File: src/rtl/address_counter_pkg.sv
// rtl/address_counter_pkg.sv - shared widths, address-mode codes and state type for the address counter
package address_counter_pkg;

  localparam int ADDR_WIDTH = 8;
  localparam int ADMD_WIDTH = 3;

  // Address mode codes; every code other than ADMD_PRUD counts linearly
  localparam logic [ADMD_WIDTH-1:0] ADMD_LIUD = 3'd0;
  localparam logic [ADMD_WIDTH-1:0] ADMD_PRUD = 3'd5;

  localparam logic ADDR_UP = 1'b1;

  localparam logic [7:0] ACNT_LFSR_TAPS = 8'hB8;

  typedef enum logic {
    ACNT_IDLE = 1'b0,
    ACNT_RUN  = 1'b1
  } acnt_state_e;

endpackage

File: src/rtl/address_lfsr_step.sv
// rtl/address_lfsr_step.sv - combinational de Bruijn LFSR successor/predecessor
module address_lfsr_step #(
  parameter int              TASW = 8,
  parameter logic [TASW-1:0] TAPS = 8'hB8
) (
  input  logic [TASW-1:0] s_i,
  input  logic            dir_up_i,
  output logic [TASW-1:0] s_o
);

  logic fwd_bit;
  logic rev_bit;

  // Forward: Fibonacci feedback, XORed with "low bits all zero" so the 0 state is spliced in after 1<<(TASW-1).
  // Reverse: the shifted-out bit b feeds the parity through the top tap, so solve for b directly.
  always_comb begin
    fwd_bit = (^(s_i & TAPS)) ^ (s_i[TASW-2:0] == '0);
    rev_bit = s_i[0] ^ (^(s_i[TASW-1:1] & TAPS[TASW-2:0])) ^ (s_i[TASW-1:1] == '0);
    s_o     = dir_up_i ? {s_i[TASW-2:0], fwd_bit} : {rev_bit, s_i[TASW-1:1]};
  end

endmodule

File: src/rtl/address_counter.sv
// rtl/address_counter.sv - PMBIST raw address counter; ADDR_CNT_MAXADDR_EN adds max_addr_in
module address_counter
  import address_counter_pkg::*;
#(
  parameter int              TASW      = ADDR_WIDTH,
  parameter logic [TASW-1:0] LFSR_TAPS = TASW'(ACNT_LFSR_TAPS)
) (
  input  logic                  clk_in,
  input  logic                  rst_in,
  input  logic                  start_in,
  input  logic                  step_in,
  input  logic [ADMD_WIDTH-1:0] admd_in,
  input  logic                  updwn_in,
`ifdef ADDR_CNT_MAXADDR_EN
  input  logic [TASW-1:0]       max_addr_in,
`endif
  output logic [TASW-1:0]       tas_out,
  output logic                  busy_out,
  output logic                  last_out,
  output logic                  done_out
);

  localparam logic [TASW-1:0] ALL_ONES  = '1;
  localparam logic [TASW-1:0] PRUD_HEAD = TASW'(1) << (TASW - 1);

  acnt_state_e     state_q, state_d;
  logic [TASW-1:0] tas_q, tas_d;
  logic            done_q, done_d;
  logic            prud_q, prud_d;
  logic            up_q, up_d;
  logic [TASW-1:0] max_lim;
  logic [TASW-1:0] max_start;
  logic [TASW-1:0] first_addr;
  logic [TASW-1:0] terminal;
  logic [TASW-1:0] lfsr_nxt;
  logic [TASW-1:0] lin_nxt;
  logic            at_last;

`ifdef ADDR_CNT_MAXADDR_EN
  logic [TASW-1:0] max_q, max_d;
  assign max_lim   = max_q;
  assign max_start = max_addr_in;
`else
  assign max_lim   = ALL_ONES;
  assign max_start = ALL_ONES;
`endif

  address_lfsr_step #(
    .TASW (TASW),
    .TAPS (LFSR_TAPS)
  ) u_lfsr_step (
    .s_i      (tas_q),
    .dir_up_i (up_q),
    .s_o      (lfsr_nxt)
  );

  // First address of a new element (from live inputs) and terminal address of the latched element
  always_comb begin
    if (admd_in == ADMD_PRUD) begin
      first_addr = (updwn_in == ADDR_UP) ? '0 : PRUD_HEAD;
    end else begin
      first_addr = (updwn_in == ADDR_UP) ? '0 : max_start;
    end
    if (prud_q) begin
      terminal = up_q ? PRUD_HEAD : '0;
    end else begin
      terminal = up_q ? max_lim : '0;
    end
    lin_nxt = up_q ? (tas_q + TASW'(1)) : (tas_q - TASW'(1));
    at_last = (state_q == ACNT_RUN) && (tas_q == terminal);
  end

  // Next-state: start (re)loads the element and wins over step; step on the terminal address ends it
  always_comb begin
    state_d = state_q;
    tas_d   = tas_q;
    done_d  = 1'b0;
    prud_d  = prud_q;
    up_d    = up_q;
`ifdef ADDR_CNT_MAXADDR_EN
    max_d   = max_q;
`endif
    if (start_in) begin
      state_d = ACNT_RUN;
      tas_d   = first_addr;
      prud_d  = (admd_in == ADMD_PRUD);
      up_d    = (updwn_in == ADDR_UP);
`ifdef ADDR_CNT_MAXADDR_EN
      max_d   = max_addr_in;
`endif
    end else if (step_in && state_q == ACNT_RUN) begin
      if (at_last) begin
        state_d = ACNT_IDLE;
        done_d  = 1'b1;
      end else begin
        tas_d = prud_q ? lfsr_nxt : lin_nxt;
      end
    end
  end

  // State and datapath registers with synchronous reset
  always_ff @(posedge clk_in) begin
    if (rst_in) begin
      state_q <= ACNT_IDLE;
      tas_q   <= '0;
      done_q  <= 1'b0;
      prud_q  <= (ADMD_LIUD == ADMD_PRUD);
      up_q    <= ADDR_UP;
`ifdef ADDR_CNT_MAXADDR_EN
      max_q   <= ALL_ONES;
`endif
    end else begin
      state_q <= state_d;
      tas_q   <= tas_d;
      done_q  <= done_d;
      prud_q  <= prud_d;
      up_q    <= up_d;
`ifdef ADDR_CNT_MAXADDR_EN
      max_q   <= max_d;
`endif
    end
  end

  assign tas_out  = tas_q;
  assign busy_out = (state_q == ACNT_RUN);
  assign last_out = at_last;
  assign done_out = done_q;

endmodule
File: config.mk
export PLATFORM = sky130hd
export DESIGN_NAME = address_counter
export DESIGN_NICKNAME = d
export VERILOG_FILES = /design/src/rtl/address_counter_pkg.sv /design/src/rtl/address_lfsr_step.sv /design/src/rtl/address_counter.sv
export SDC_FILE = /design/constraint.sdc
export NUM_CORES = 1
export LEC_CHECK = 0
export CAP_MARGIN = 0
export CORE_MARGIN = 2
export CORE_UTILIZATION = 41
export CTS_BUF_LIST = sky130_fd_sc_hd__clkbuf_16
export DETAILED_ROUTE_END_ITERATION = 10
export PLACE_DENSITY = 0.74
export SLEW_MARGIN = 5
export SYNTH_ARGS = -nofsm -noshare
export SYNTH_HDL_FRONTEND = slang
export SYNTH_SLANG_ARGS = --single-unit
export TNS_END_PERCENT = 1
File: constraint.sdc
create_clock -name clk_in -period 3.1 [get_ports clk_in]
set_clock_uncertainty 0.05 [all_clocks]
set_input_delay 0.31 -clock clk_in [delete_from_list [all_inputs] [get_ports clk_in]]
set_output_delay 0.31 -clock clk_in [all_outputs]
set_load 0.005 [all_outputs]
==> qor.tcl, run 1 <==
set qor(report.final.slew_viol_count) 0
set qor(sequential_to_total_area_share_from_yosys_stat_pct) 20.1
set qor(crit_path_end_kind) {register}
set qor(synth_top_cell_by_area) {dfxtp_1}
set qor(tritoncts) {yes}
set qor(placement_rows) 19
set qor(synth_top_area_share_pct) 20.1
set qor(critical_path_required_ns) 3.16
set qor(htree_levels) 1
set qor(postRouteAntennaNets) 0
set qor(cts_setup_buffers) 0
set qor(num-nets-final) 178
set qor(routed_wire_length_per_instance_um) 16.0
set qor(power.density_nw_per_um2) 444
set qor(number_of_port_buffers) 18
set qor(timing.setup.tns_ns) 0
set qor(cts_sinks) 12
set qor(synth_ff_type) {dfxtp_1}
set qor(grt.total_usage_pct) 20.1
set qor(drt-pass1-iter-count) 4
set qor(worst-endpoint-arrival_ns) 2.77
set qor(layout_commonest_cell) {nor2_1}
set qor(ys_seq_elements) 12
set qor(final_layout_size_suffix_gt1_share_pct) 7.55
set qor(core_area_um2) 2760
set qor(status) {finished clean}
set qor(hold_path_startpoint) {busy_out}
set qor(total_leakage_power_nw) 0.565
set qor(most-common-layout-cells) {20 x nor2_1, 18 x clkdlybuf4s50_1, 13 x nand2_1, 12 x dfxtp_1, 10 x o21ai_0}
set qor(slew-limit-headroom_pct) 53.2
set qor(critical_path.startpoint_type) {register}
set qor(ff_latch_area_um2) 240
set qor(multi_input_comb_area_um2) 847
set qor(cts_buffer_depth) 2
set qor(antenna_violations_before_repair) 0
set qor(final.fill_count) 272
set qor(finalCoreUtilization_pct) 50.8
set qor(async_flop_share_pct) 0
set qor(clk_transition_reported_paths_ns) 0.04
set qor(diodes_inserted) 0
set qor(min_period_over_period_pct) 87.4
set qor(drcViolationCount) 0
set qor(count_of_boundary_i_o_pins) 19
set qor(register_to_register_setup_slack_ns) 0.39
set qor(detail_route.iter0.violations) 41
set qor(crit-reg2reg-launch) {up_q}
set qor(achievable-frequency_ghz) 0.369
set qor(worst_max_slew_pin_slew_ns) 0.701
set qor(synth_edf_count) 0
set qor(gr-total-overflow) 0
set qor(worst_r2r_path_depth) 8
set qor(whs_path_depth) 2
set qor(grt_max_degree) 24
set qor(first_global_vias) 1121
set qor(syn_avg_cell_area_um2) 8.19
set qor(grt_setup_unrepaired) {no}
set qor(ir_drop_v) 0.000550
set qor(period_needed_ns) 2.71
set qor(timing.critical_path.fanout_max) 13
set qor(critical_path_class) {register to register}
set qor(holdPathEnd) {done_out}
set qor(wirelength_um) 3030
set qor(hold_path.class) {register to register}
set qor(setup-violations-final) 0
set qor(yosysWarnings) 0
set qor(floorplan.initialDensity_pct) 43.4
set qor(r2r_end) {tas_out[6]}
set qor(postcts_resize_cnt) 0
set qor(detailed_place_hpwl_um) 2300
set qor(hold_viol) 0
set qor(syn-instance-count) 146
set qor(mappedNetlistArea_um2) 1200
set qor(die-height_um) 58.0
set qor(finalWeightedCongestion) 0.896
set qor(tritoncts.num_buffers) 3
set qor(die-width_um) 58.0
set qor(via_count) 1163
set qor(vias_per_cell) 6.12
set qor(global_route_wire_length_before_repair_um) 5190
set qor(synth_top_cells_by_area) {dfxtp_1 20%, ha_1 8.4%, nor2_1 6.3%}
set qor(mappedNetlistNets) 163
set qor(postCtsHoldBufs) 0
set qor(netlist-cell-type-count) 41
set qor(design.die.area_um2) 3370
set qor(area.growth.synth_to_final_pct) 17.0
set qor(drv.max_cap_violation_count) 0
set qor(root_buffer) {clkbuf_16}
set qor(clk_lat_worst_skew_ns) 0.24
[kinds of logic after synthesis]
family                   after synthesis  share of synthesized area [%]
AND/OR/NAND/NOR                       57                           25.3
AO/OA/AOI/OAI                         44                           27.0
buffers and inverters                 13                           9.10
flip-flops                            12                           20.1
adder cells (fa/ha/maj)                9                           10.0
XOR/XNOR                               7                           5.13
multiplexers                           4                           3.35
[metal layers]
layer	wire length, um	track usage, %	vias up
met5	0	0	-
met4	53	7.31	0
met1	1270	26.3	533
met3	209	4.02	6
met2	1500	32.8	49
li1	-	-	575
[registers in the layout, summed over array words and instances, names as in the netlist]
signal,cells
tas_out,8
busy_out,1
done_out,1
prud_q,1
up_q,1
[power breakdown]
group	internal [mW]	switching, mW	total (mW)	leakage, nW
Sequential	0.166	0.0295	0.195	0.0992
Combinational	0.0933	0.0993	0.193	0.429
Clock	0.168	0.0661	0.234	0.0370
[per-stage QoR]
stage / std cells / hold WS (ns) / area [um2] / power (mW) / worst slack, ns
2_1_floorplan: 146 / 0.396 / 1200 / 0.335 / 0.800
3_3_place_gp: 187 / 0.468 / 1330 / 0.382 / 0.528
3_5_place_dp: 187 / 0.480 / 1330 / 0.389 / 0.429
4_1_cts: 190 / 0.485 / 1400 / 0.624 / 0.413
5_1_grt: 190 / 0.518 / 1400 / 0.659 / 0.214
6_report: 190 / 0.477 / 1400 / 0.622 / 0.391
[final cells by class]
| type | instances | area share (%) |
|---|---|---|
| inverter | 5 | 1.34 |
| clock buffer | 3 | 5.36 |
| multi-input combinational | 121 | 60.5 |
| timing repair buffer | 18 | 12.9 |
| tap | 31 | 2.77 |
| sequential | 12 | 17.2 |
[worst max path at each step]
stage	from	endpoint	slack [ns]	cells after the start
6_report	up_q	tas_out[6]	0.39	8
5_1_grt	up_q	tas_out[7]	0.21	7
4_1_cts	up_q	tas_out[6]	0.41	8
3_5_place_dp	up_q	tas_out[6]	0.43	8
3_3_place_gp	up_q	tas_out[6]	0.53	8
2_1_floorplan	up_q	tas_out[6]	0.80	9
[worst max-delay path, cell delays in order, from the launching register on]
cell	delay (ns)
dfxtp_1	0.57
inv_1	0.32
fa_1	0.49
a211oi_1	0.24
nor2_1	0.10
or4_1	0.41
a31oi_1	0.18
a211o_1	0.14
a311oi_2	0.09
[Yosys cell counts, types with 2 or more instances]
cell,number
a2111oi_0,2
a211o_1,2
a211oi_1,4
a21o_1,2
a21oi_1,8
a31oi_1,3
buf_6,4
clkbuf_8,3
dfxtp_1,12
ha_1,8
inv_1,5
mux2i_1,4
nand2_1,13
nand3_1,2
nor2_1,20
nor3_1,9
nor3b_1,2
o211ai_1,3
o21ai_0,10
o221ai_1,2
o311ai_0,2
o31ai_1,2
xnor2_1,4
xor2_1,3
(Power assumes the default switching activity.)
==> run 2: changes to the inputs <==
- clock period: 3.1 -> 2.8 ns (I/O delays scaled with it)
==> qor.tcl, run 2 (synthesized netlist as in run 1, its figures left out) <==
set qor(highest-signal-layer) {met3}
set qor(floorplan.initialDensity_pct) 43.4
set qor(postRouteAntennaNets) 0
set qor(num-nets-final) 183
set qor(critical_path_required_ns) 2.47
set qor(worst_r2r_path_depth) 8
set qor(slew-limit-headroom_pct) 63.4
set qor(clk_transition_reported_paths_ns) 0.05
set qor(status) {finished clean}
set qor(ir_drop_v) 0.000586
set qor(timing.setup.tns_ns) 0
set qor(power.density_nw_per_um2) 485
set qor(total_leakage_power_nw) 0.592
set qor(multi_input_comb_area_um2) 847
set qor(critical_path.startpoint_type) {register}
set qor(antenna_violations_before_repair) 0
set qor(detailed_place_hpwl_um) 2290
set qor(first_global_vias) 1094
set qor(grt_setup_unrepaired) {no}
set qor(vias_per_cell) 6.02
set qor(crit_path_end_kind) {primary output}
set qor(final_layout_size_suffix_gt1_share_pct) 10.3
set qor(crit-reg2reg-launch) {up_q}
set qor(ff_latch_area_um2) 240
set qor(wl_met3_um) 206
set qor(period_needed_ns) 2.50
set qor(critical_path.startpoint) {tas_out[3]}
set qor(setup-violations-final) 0
set qor(fin_ws_ns) 0.297
set qor(postcts_resize_cnt) 0
set qor(cts_sinks) 12
set qor(worst-endpoint-arrival_ns) 2.17
set qor(cts_buffer_depth) 2
set qor(grt.total_usage_pct) 19.4
set qor(layout_commonest_cell) {nor2_1}
set qor(drcViolationCount) 0
set qor(placement_rows) 19
set qor(post-place-ws_ns) 0.335
set qor(tritoncts.num_buffers) 3
set qor(report.final.slew_viol_count) 0
set qor(diodes_inserted) 0
set qor(count_of_boundary_i_o_pins) 19
set qor(crit_path_end) {last_out}
set qor(clk_lat_worst_skew_ns) 0.24
set qor(met2RoutedLength_um) 1460
set qor(htree_levels) 1
set qor(number_of_port_buffers) 18
set qor(achievable-frequency_ghz) 0.399
set qor(drv.max_cap_violation_count) 0
set qor(design.die.area_um2) 3370
set qor(drt-pass1-iter-count) 4
set qor(finalWeightedCongestion) 0.936
set qor(die-width_um) 58.0
set qor(postCtsHoldBufs) 0
set qor(hold_viol) 0
set qor(die-height_um) 58.0
set qor(largest_register_ff_count) 8
set qor(most-common-layout-cells) {20 x nor2_1, 18 x clkdlybuf4s50_1, 13 x nand2_1, 12 x dfxtp_1, 10 x o21ai_0}
set qor(wirelength_um) 2990
set qor(tritoncts) {yes}
set qor(worst_max_slew_pin_slew_ns) 0.548
set qor(global_route_wire_length_before_repair_um) 5050
set qor(min_period_over_period_pct) 89.4
set qor(area.growth.synth_to_final_pct) 20.5
set qor(core_area_um2) 2760
set qor(register_to_register_setup_slack_ns) 0.32
set qor(routed_wire_length_per_instance_um) 15.2
set qor(critical_path_class) {register to primary output}
set qor(timing.critical_path.fanout_max) 8
set qor(root_buffer) {clkbuf_16}
set qor(hold_path.class) {register to register}
set qor(detail_route.iter0.violations) 34
set qor(route.layer.met1.wl_um) 1320
set qor(final.fill_count) 268
set qor(cts_setup_buffers) 0
set qor(whs_path_depth) 2
set qor(r2r_end) {tas_out[6]}
set qor(gr-total-overflow) 0
set qor(via_count) 1179
set qor(grt_max_degree) 21
run 2: changes by cell type in the layout (fill, tap and decap cells not counted), sizes merged:
cell / change
buf: +5
clkinv: +1
run 2: worst min path at each step:
stage          startpoint  endpoint  slack [ns]
2_1_floorplan    updwn_in      up_q        0.37
3_3_place_gp     busy_out  done_out        0.47
3_5_place_dp     busy_out  done_out        0.48
4_1_cts          busy_out  done_out        0.49
5_1_grt          busy_out  done_out        0.52
6_report         busy_out  done_out        0.48
run 2: critical path, cell delays in order, from the launching register on:
cell and delay, ns:
dfxtp_1 0.53, nand4_2 0.14, or4_4 0.56, nand2_1 0.10
and2_1 0.12, clkdlybuf4s50_1 0.49
run 2: per-layer routing:
metal | vias up | GRT usage [%]
met4 | 0 | 2.66
met2 | 42 | 33.4
met1 | 550 | 25.1
li1 | 587 | -
met5 | - | 0
met3 | 0 | 4.91
run 2: per-stage QoR:
step / utilization, % / cell area [um2] / total power [mW] / std cells / hold slack [ns]
finish: 52.3 / 1440 / 0.699 / 196 / 0.481
global route: 52.3 / 1440 / 0.739 / 196 / 0.519
CTS: 52.3 / 1440 / 0.699 / 196 / 0.490
detailed placement: 49.4 / 1360 / 0.434 / 192 / 0.483
global placement: 49.4 / 1360 / 0.428 / 192 / 0.467
floorplan: - / 1200 / 0.371 / 146 / 0.366
run 2: area by class of cell:
cell class              instances  area share (%)
clock inverters                 1           0.260
clock buffers                   3            5.21
inverters                       5            1.30
well taps                      31            2.69
multi-input cells             121            58.8
repair buffers                 23            15.1
flip-flops and latches         12            16.7
run 2: power breakdown:
part	switching, mW	internal [mW]
registers	0.0264	0.183
clock network	0.0779	0.188
logic	0.114	0.109
total	0.218	0.480
